$ cat src/rtl/wb_commit_pkg.sv
// Shared constants and commit-record type for the writeback/commit stage.
// Imported by mem_stage_if users, cmt_fifo and wb_commit.
package wb_commit_pkg;

  localparam logic [31:0] ADDR_INVALID     = 32'h0000_0000;
  localparam logic [31:0] DATA_INVALID     = 32'h0000_0000;
  localparam logic [4:0]  REG_ADDR_INVALID = 5'd0;
  localparam logic        EN_INVALID       = 1'b0;

  typedef struct packed {
    logic [31:0] pc;
    logic [31:0] inst;
    logic        wen;
    logic [4:0]  waddr;
    logic [31:0] wdata;
  } cmt_rec_t;

  // x0 is hardwired to zero, so a write to it is never architecturally visible.
  function automatic logic rf_write_en(input logic rw_en, input logic [4:0] rw_addr);
    return rw_en && (rw_addr != 5'd0);
  endfunction

endpackage

$ cat src/rtl/wb_commit_if.sv
// MEM_WB stage payload bundle handed from the memory stage to writeback.
// The 'i' modport is the consumer view used by wb_commit.
interface mem_stage_if;
  logic [31:0] pc;
  logic [31:0] inst;
  logic [31:0] rw_data;
  logic [4:0]  rw_addr;
  logic        rw_en;

  modport master (output pc, output inst, output rw_data, output rw_addr, output rw_en);
  modport slave  (input pc, input inst, input rw_data, input rw_addr, input rw_en);
  modport i      (input pc, input inst, input rw_data, input rw_addr, input rw_en);
endinterface

$ cat src/rtl/wb_commit_cmt_fifo.sv
// Commit-record FIFO with valid/ready on both sides; occupancy counter decides full/empty.
// No pass-through: a full FIFO refuses input even while it is being drained.
module cmt_fifo
  import wb_commit_pkg::*;
#(
  parameter int DEPTH = 4
) (
  input  logic     clk,
  input  logic     rst,
  input  logic     in_valid,
  output logic     in_ready,
  input  cmt_rec_t in_data,
  output logic     out_valid,
  input  logic     out_ready,
  output cmt_rec_t out_data
);

  localparam int PTR_W = $clog2(DEPTH);
  localparam int CNT_W = PTR_W + 1;
  localparam logic [CNT_W-1:0] FULL_CNT = CNT_W'(DEPTH);

  cmt_rec_t mem_q [DEPTH];

  logic [PTR_W-1:0] wr_ptr_q, wr_ptr_d;
  logic [PTR_W-1:0] rd_ptr_q, rd_ptr_d;
  logic [CNT_W-1:0] count_q, count_d;
  logic             wr_en;
  logic             rd_en;

  always_comb begin
    in_ready  = (count_q != FULL_CNT);
    out_valid = (count_q != '0);
    out_data  = mem_q[rd_ptr_q];
    wr_en     = in_valid && in_ready;
    rd_en     = out_valid && out_ready;
    // Power-of-two depth lets the pointers wrap by plain overflow.
    wr_ptr_d  = wr_ptr_q + PTR_W'(wr_en);
    rd_ptr_d  = rd_ptr_q + PTR_W'(rd_en);
    count_d   = count_q + CNT_W'(wr_en) - CNT_W'(rd_en);
  end

  always_ff @(posedge clk) begin
    if (rst) begin
      wr_ptr_q <= '0;
      rd_ptr_q <= '0;
      count_q  <= '0;
    end else begin
      wr_ptr_q <= wr_ptr_d;
      rd_ptr_q <= rd_ptr_d;
      count_q  <= count_d;
    end
  end

  always_ff @(posedge clk) begin
    if (!rst && wr_en) begin
      mem_q[wr_ptr_q] <= in_data;
    end
  end

endmodule

$ cat src/rtl/wb_commit.sv
// Writeback stage: regfile write, in-order commit-record buffer and instret counter.
// Define WB_BYPASS_EN to expose the same-cycle forwarding port (fwd_*).
module wb_commit
  import wb_commit_pkg::*;
#(
  parameter int CMT_DEPTH = 4
) (
  input  logic        clk,
  input  logic        rst,
  input  logic        ls_valid,
  output logic        ts_ready,
  input  logic        stall,
  input  logic        flush,
  mem_stage_if.i      wb_info,
  output logic        rf_we,
  output logic [4:0]  rf_waddr,
  output logic [31:0] rf_wdata,
  output logic        cmt_valid,
  input  logic        cmt_ready,
  output logic [31:0] cmt_pc,
  output logic [31:0] cmt_inst,
  output logic        cmt_wen,
  output logic [4:0]  cmt_waddr,
  output logic [31:0] cmt_wdata,
  output logic [63:0] instret
`ifdef WB_BYPASS_EN
  ,
  output logic        fwd_valid,
  output logic [4:0]  fwd_addr,
  output logic [31:0] fwd_data
`endif
);

  logic        fifo_in_ready;
  logic        head_valid;
  cmt_rec_t    head_rec;
  cmt_rec_t    enq_rec;
  logic        accept;
  logic        wen;
  logic [63:0] instret_q, instret_d;

  always_comb begin
    wen      = rf_write_en(wb_info.rw_en, wb_info.rw_addr);
    // Readiness ignores cmt_ready so a full buffer never passes a record straight through.
    ts_ready = !rst && !stall && fifo_in_ready;
    accept   = ls_valid && ts_ready && !flush;

    rf_we    = EN_INVALID;
    rf_waddr = REG_ADDR_INVALID;
    rf_wdata = DATA_INVALID;
    if (accept) begin
      rf_we    = wen;
      rf_waddr = wb_info.rw_addr;
      rf_wdata = wb_info.rw_data;
    end

    enq_rec = '{pc: wb_info.pc, inst: wb_info.inst, wen: wen,
                waddr: wb_info.rw_addr, wdata: wb_info.rw_data};

    instret_d = instret_q + 64'(accept);

    cmt_valid = head_valid;
    cmt_pc    = ADDR_INVALID;
    cmt_inst  = DATA_INVALID;
    cmt_wen   = EN_INVALID;
    cmt_waddr = REG_ADDR_INVALID;
    cmt_wdata = DATA_INVALID;
    if (head_valid) begin
      cmt_pc    = head_rec.pc;
      cmt_inst  = head_rec.inst;
      cmt_wen   = head_rec.wen;
      cmt_waddr = head_rec.waddr;
      cmt_wdata = head_rec.wdata;
    end
  end

  always_ff @(posedge clk) begin
    if (rst) begin
      instret_q <= '0;
    end else begin
      instret_q <= instret_d;
    end
  end

  assign instret = instret_q;

  cmt_fifo #(
    .DEPTH (CMT_DEPTH)
  ) u_cmt_fifo (
    .clk       (clk),
    .rst       (rst),
    .in_valid  (accept),
    .in_ready  (fifo_in_ready),
    .in_data   (enq_rec),
    .out_valid (head_valid),
    .out_ready (cmt_ready),
    .out_data  (head_rec)
  );

`ifdef WB_BYPASS_EN
  assign fwd_valid = rf_we;
  assign fwd_addr  = rf_waddr;
  assign fwd_data  = rf_wdata;
`endif

endmodule

$ cat src/flat_wrapper.sv
// flat-port wrapper written by rule: the top's interface ports become plain ports
module wb_commit_flat import wb_commit_pkg::*;
#(
  parameter int CMT_DEPTH = 4
)
  (clk, rst, ls_valid, ts_ready, stall, flush, rf_we, rf_waddr, rf_wdata, cmt_valid, cmt_ready, cmt_pc, cmt_inst, cmt_wen, cmt_waddr, cmt_wdata, instret, wb_info_pc, wb_info_inst, wb_info_rw_data, wb_info_rw_addr, wb_info_rw_en);
  mem_stage_if wb_info_i ();
  input  logic clk;
  input  logic rst;
  input  logic ls_valid;
  output logic ts_ready;
  input  logic stall;
  input  logic flush;
  output logic rf_we;
  output logic [4:0] rf_waddr;
  output logic [31:0] rf_wdata;
  output logic cmt_valid;
  input  logic cmt_ready;
  output logic [31:0] cmt_pc;
  output logic [31:0] cmt_inst;
  output logic cmt_wen;
  output logic [4:0] cmt_waddr;
  output logic [31:0] cmt_wdata;
  output logic [63:0] instret;
  input wire logic [$bits(wb_info_i.pc)-1:0] wb_info_pc;
  input wire logic [$bits(wb_info_i.inst)-1:0] wb_info_inst;
  input wire logic [$bits(wb_info_i.rw_data)-1:0] wb_info_rw_data;
  input wire logic [$bits(wb_info_i.rw_addr)-1:0] wb_info_rw_addr;
  input wire logic [$bits(wb_info_i.rw_en)-1:0] wb_info_rw_en;
  assign wb_info_i.pc = wb_info_pc;
  assign wb_info_i.inst = wb_info_inst;
  assign wb_info_i.rw_data = wb_info_rw_data;
  assign wb_info_i.rw_addr = wb_info_rw_addr;
  assign wb_info_i.rw_en = wb_info_rw_en;
  wb_commit #(.CMT_DEPTH(CMT_DEPTH)) u_core (.clk(clk), .rst(rst), .ls_valid(ls_valid), .ts_ready(ts_ready), .stall(stall), .flush(flush), .wb_info(wb_info_i), .rf_we(rf_we), .rf_waddr(rf_waddr), .rf_wdata(rf_wdata), .cmt_valid(cmt_valid), .cmt_ready(cmt_ready), .cmt_pc(cmt_pc), .cmt_inst(cmt_inst), .cmt_wen(cmt_wen), .cmt_waddr(cmt_waddr), .cmt_wdata(cmt_wdata), .instret(instret));
endmodule
$ cat config.mk
export PLATFORM = sky130hd
export DESIGN_NAME = wb_commit_flat
export DESIGN_NICKNAME = d
export VERILOG_FILES = /design/src/rtl/wb_commit_pkg.sv /design/src/rtl/wb_commit_if.sv /design/src/rtl/wb_commit_cmt_fifo.sv /design/src/rtl/wb_commit.sv /design/src/flat_wrapper.sv
export SDC_FILE = /design/constraint.sdc
export NUM_CORES = 1
export LEC_CHECK = 0
export ABC_CLOCK_PERIOD_IN_PS = 13500
export BUFFER_PORTS_ARGS = -buffer_cell sky130_fd_sc_hd__buf_2
export CORE_UTILIZATION = 50
export CTS_BUF_LIST = sky130_fd_sc_hd__clkbuf_8
export CTS_CLUSTER_DIAMETER = 60
export CTS_CLUSTER_SIZE = 24
export DETAILED_ROUTE_END_ITERATION = 7
export PLACE_DENSITY = 0.75
export SLEW_MARGIN = 40
export SYNTH_ARGS = -nofsm -noshare
export SYNTH_HDL_FRONTEND = slang
export SYNTH_HIERARCHICAL = 1
export SYNTH_SLANG_ARGS = --single-unit
$ cat constraint.sdc
create_clock -name clk -period 13.5 [get_ports clk]
set_input_delay 2.025 -clock clk [delete_from_list [all_inputs] [get_ports clk]]
set_output_delay 2.025 -clock clk [all_outputs]
set_load 0.005 [all_outputs]
# Word level (Yosys, flattened, before mapping)
# Memories as Yosys holds them, arrays and structs flattened. A register that Yosys moved wholly into a read port is not among the register bits.
# Index checks and enable logic that the tools add are counted.
# Widths: inputs -> output; s select.
[totals]
ff_bits = 71
ramBits = 408
in_bits = 108
out_inout_bits = 206
word_cells = 35
n_memories = 1
[classes]
n_addsub = 5
eq_ne = 1
mux = 11
reduce_logical = 13
[mem_list]
columns = ["memory", "depth", "width", "rd", "rd_clocked_by_memory_dff", "wr", "line_no", "rtl"]
rows = [
  ["u_core.u_cmt_fifo.mem_q", 4, 102, 1, 1, 1, "wb_commit_cmt_fifo.sv:22", "cmt_rec_t mem_q [DEPTH];"],
]
[ops]
columns = ["op", "n"]
rows = [
  ["$mux 32", 4],
  ["$add 64x1->64", 1],
  ["$mux 5", 2],
  ["$logic_and 1x1->1", 8],
  ["$reduce_bool 5->1", 1],
  ["$add 2x1->2", 2],
  ["$mux 1", 4],
  ["$add 3x1->3", 1],
  ["$logic_not 1->1", 3],
  ["$ne 3x3->1 const B", 1],
  ["$reduce_bool 3->1", 1],
  ["$sub 3x1->3", 1],
  ["$mux 2", 1],
]

# Logic depth before layout (Yosys ltp)
[logic_depth]
depth_word = 9
depth_mapped = 12
depth_no_buf = 10

# Modules after synthesis
# The synthesis kept the hierarchy.
[modules_own_cells]
columns = ["module", "n_inst", "cells_per_inst", "area_each_um2", "seq_area_each_um2"]
rows = [
  ["cmt_fifo", 1, 570, 15139.5, 12391.9],
  ["wb_commit", 1, 516, 3997.6, 1281.2],
]

# Least setup slack after synthesis
# Ideal clock, no wire load.
[synth_timing]
kind = "input to register"
start = "input port stall"
end = "memory u_core/u_cmt_fifo/mem_q[1][0] in the netlist's numbering (enable)"
setup_time_ns = 0.848
t_arrival_ns = 13.352
required_ns = 12.652
path_slack_ns = -0.701
path_stages = 5
n_path_buf = 1
cell_sequence = "nor3b_1 > and3b_1 > clkbuf_1 > nand2_4 > nor4b_1"
[synth_between]
elab_chain_len = 9
[synth_lines]
columns = ["item", "line_no", "rtl"]
rows = [
  ["from (decl)", "flat_wrapper.sv:12", "input logic stall;"],
  ["$logic_not 1->1", "wb_commit.sv:45", "ts_ready = !rst && !stall && fifo_in_ready;"],
  ["$logic_and 1x1->1 (2 in a row)", "wb_commit.sv:45", ""],
  ["$logic_and 1x1->1 (2 in a row)", "wb_commit.sv:46", "accept = ls_valid && ts_ready && !flush;"],
  ["via u_core.accept", "wb_commit.sv:38", "logic accept;"],
  ["$logic_and 1x1->1", "wb_commit_cmt_fifo.sv:34", "wr_en = in_valid && in_ready;"],
  ["$logic_and 1x1->1", "wb_commit_cmt_fifo.sv:55", "if (!rst && wr_en) begin"],
  ["$mux 1", "wb_commit_cmt_fifo.sv:55", ""],
  ["$mux 1 (not written as such)", "wb_commit_cmt_fifo.sv:56", "mem_q[wr_ptr_q] <= in_data;"],
  ["to (decl)", "wb_commit_cmt_fifo.sv:22", ""],
]
# The timed path passes the listed nets, and every way through them passes these cells.

# Worst setup path in the final report
[layout_timing]
start = "input port rst"
end = "output port rf_wdata[6]"
[layout_between]
elab_chain_len = 6
[layout_lines]
columns = ["item", "line_no", "rtl"]
rows = [
  ["from (decl)", "flat_wrapper.sv:9", "input logic rst;"],
  ["$logic_not 1->1", "wb_commit.sv:45", ""],
  ["$logic_and 1x1->1 (2 in a row)", "wb_commit.sv:45", ""],
  ["$logic_and 1x1->1 (2 in a row)", "wb_commit.sv:46", ""],
  ["$mux 32", "wb_commit.sv:51", "if (accept) begin"],
  ["to (decl)", "flat_wrapper.sv:16", "output logic [31:0] rf_wdata;"],
]
# No other way between the ends.

==> qor.csv <==
stage;metric;value;unit
status;status;finished clean;
sta;post-route-min-period;5.66;ns
synth;yosysTopAreaCellShare;64.0;%
floorplanning;fp.dieW;198;µm
clocking;clockBufferDepth;3;
hold_path;hp-class;register to register;
finish;final_cell_mix;408 x edfxtp_1, 313 x buf_2, 141 x and2_1;
sta;max_freq;177;MHz
critical_path;r2r-start;u_core/u_cmt_fifo/count_q[2];
sta;maxSlewViolCount;0;
sta;hold_viol;0;
critical_path;crit_path_max_incr_delay;0.59;ns
sta;max_slew_margin;44.6;%
critical_path;end_kind;output port;
finish;layout-drive-gt1-share;36.5;%
critical_path;crit_fanout;77;
clocking;postCtsHoldBufs;0;
critical_path;critPathKind;input pin to output port;
clocking;insertion_delay;0.59;ns
placed_design;place_area;21200;µm²
synth;netlist_instances;1086;
synth;yosysWarnings;6;
synth;synth_seq_cells;479;
sta;finalCritPeriodShare;41.9;%
critical_path;crit_chain;buf_2, buf_6, nor3b_1, and3b_4, and2_1, buf_2;
placed_design;place.gp.congestion;0.875;
critical_path;cp-startpoint;rst;
routing;drc;0;
synth;yosysTopAreaCell;edfxtp_1;
finish;nNetsFinal;1513;
critical_path;cp_num_buf_inv;3;
clocking;clk_pin_slew;0.10;ns
critical_path;cp_top_family;simple AND/OR/NAND/NOR gates;
sta;worstMarginPinSlew;0.832;ns
sta;grt_setup_unrepaired;false;
grt;grt_start_max_net_pins;78;
pwr;cellLeakagePower;0.00764;µW
routing;via_count;10600;
grt;grt_pass1_wl;60200;µm
clocking;cts_tree;yes;
synth;synth_area_leaders;edfxtp_1 64%, mux4_2 12%, dfxtp_1 7.4%, and2_1 4.6%, xnor2_1 1.1%;
floorplanning;core;37700;µm²
grt;grt_pass1_vias;10600;
critical_path;cpMostUsedCell;buf_2;
flow_run;cap_violations;0;
routing;ant_nets;0;
clocking;htreeDepth;2;
floorplanning;die_h;198;µm
placed_design;dp_hpwl;24900;µm
synth;synth_cell_types;52;
clocking;cts_setup_buffers;0;
grt;grt_use_met2;33.8;%
routing;drtIter0Drc;571;
sta;finalSetupViolCount;0;
routing;drt_wl_total;39600;µm
finish;layout_commonest_cell;edfxtp_1;
grt;top_usage_layer;met2;
critical_path;worst_path_max_delay_cell;and3b_4;
finish;fillers;2921;
routing;avgViaCountPerCell;5.46;
placed_design;port_buffers;313;
grt;grtUsageMet3;5.16;%
sta;setup_tns;0;ns
grt;track_usage;20.2;%
grt;antenna_found_initial;9;
floorplanning;die_area;39100;µm²
sta;whs;0.509;ns
pwr;powerDensity;149;nW/µm²
synth;avgSynthCellArea;17.6;µm²
clocking;cts_resized;0;
synth;seq_area_frac_synth;71.4;%
finish;fin_area;22000;µm²
routing;drt_pre_antenna_iters;5;
hold_path;hold_start;u_core/instret[63];
finish;area_growth;14.9;%
pwr;peakVddDrop;0.0857;mV
sta;skew;0.0419;ns
critical_path;cp.arrival;3.63;ns
clocking;cts.sinks;479;
grt;met1_usage;26.5;%
routing;post_drt_wl_per_cell;20.5;µm
synth;syn_nets;1199;
critical_path;critical_path_required;11.48;ns
floorplanning;ios;314;
clocking;numCtsBuffers;35;
floorplanning;num_rows;71;
grt;grt-ovfl-total;0;
synth;synth_area;19100;µm²
clocking;cts_root_buffer;clkbuf_8;
critical_path;critPathLaunchType;input pin;
floorplanning;initial_core_util;50.8;%
-- area by class of cell --
| cell class | instances | area (µm²) | share of cell area (%) |
|---|---|---|---|
| flip-flops and latches | 479 | 13700 | 62.2 |
| multi-input cells | 548 | 5120 | 23.3 |
| repair buffers | 330 | 1720 | 7.82 |
| well taps | 511 | 639 | 2.91 |
| clock buffers | 37 | 509 | 2.32 |
| clock inverters | 25 | 300 | 1.37 |
| inverters | 6 | 22.5 | 0.102 |
| diodes | 2 | 5.00 | 0.0228 |
-- report_power, final --
group | switching, µW | internal [µW]
logic | 385 | 413
registers | 32.5 | 1620
clock network | 515 | 314
-- sequential cells by signal (all words and copies together) (netlist names) --
register / cells
u_core/u_cmt_fifo/wr_ptr_q: 2
u_core/u_cmt_fifo/count_q: 3
u_core/u_cmt_fifo/rd_ptr_q: 2
u_core/instret: 64
u_core/u_cmt_fifo/mem_q: 408
-- stage by stage --
stage                     utilization [%]  power [µW]  worst slack (ns)  std cells
after floorplan                         -        2210            -0.701       1086
after global placement               56.2        2500              7.34       1874
after detailed placement             56.2        2510              7.25       1874
after CTS                            58.4        3330              7.50       1936
after global routing                 58.4        3440              7.64       1937
final                                58.4        3280              7.84       1938
-- synth_stat cells (all sizes together) --
cell	n
edfxtp	408
and2	141
mux4	102
dfxtp	71
nor2	48
clkbuf	27
nand4	26
buf	25
a21oi	24
nand2	23
or3	23
xnor2	23
o21ai	21
nand3	20
xor2	20
nor3	12
and4	11
and3	9
nor4	9
or4	8
nor2b	7
inv	6
ha	4
o31ai	4
nor4b	2
and3b	1
dlygate4sd3	1
fa	1
mux2	1
nand2b	1
nand4b	1
nor3b	1
o21a	1
o311ai	1
or2	1
or3b	1
or4b	1
-- worst reg2reg max path: stages, from the launching register on --
cell and delay [ns]:
dfxtp_1 0.38, or3b_2 0.27, nor3b_1 0.25, and3b_4 0.59, ha_1 0.29, ha_1 0.26, nand4_4 0.17, or3_4 0.45
or4_1 0.68, or4_1 0.55, a21oi_1 0.14
-- metal layers --
metal	share of wire, %	vias up	routed length (µm)
met1	41	5352	16400
met2	50	310	19600
met5	0.23	-	92
li1	-	4842	-
met4	1.7	12	674
met3	7.1	58	2820
-- worst paths after layout --
path                        end  slack, ns  cells past startpoint
min reg2reg  u_core/instret[63]       0.51                      2
max                 rf_wdata[6]       7.84                      6
min          u_core/instret[63]       0.51                      2
max reg2reg  u_core/instret[60]       9.41                     10
-- cell families after synthesis --
logic type,share of synthesized area [%]
compound gates,1.42
xor+xnor,1.97
fa+ha+maj,0.366
buf+inv,1.98
flops,71.4
mux,12.1
simple gates,10.8
Note: power is estimated with default switching activity, not from simulation.
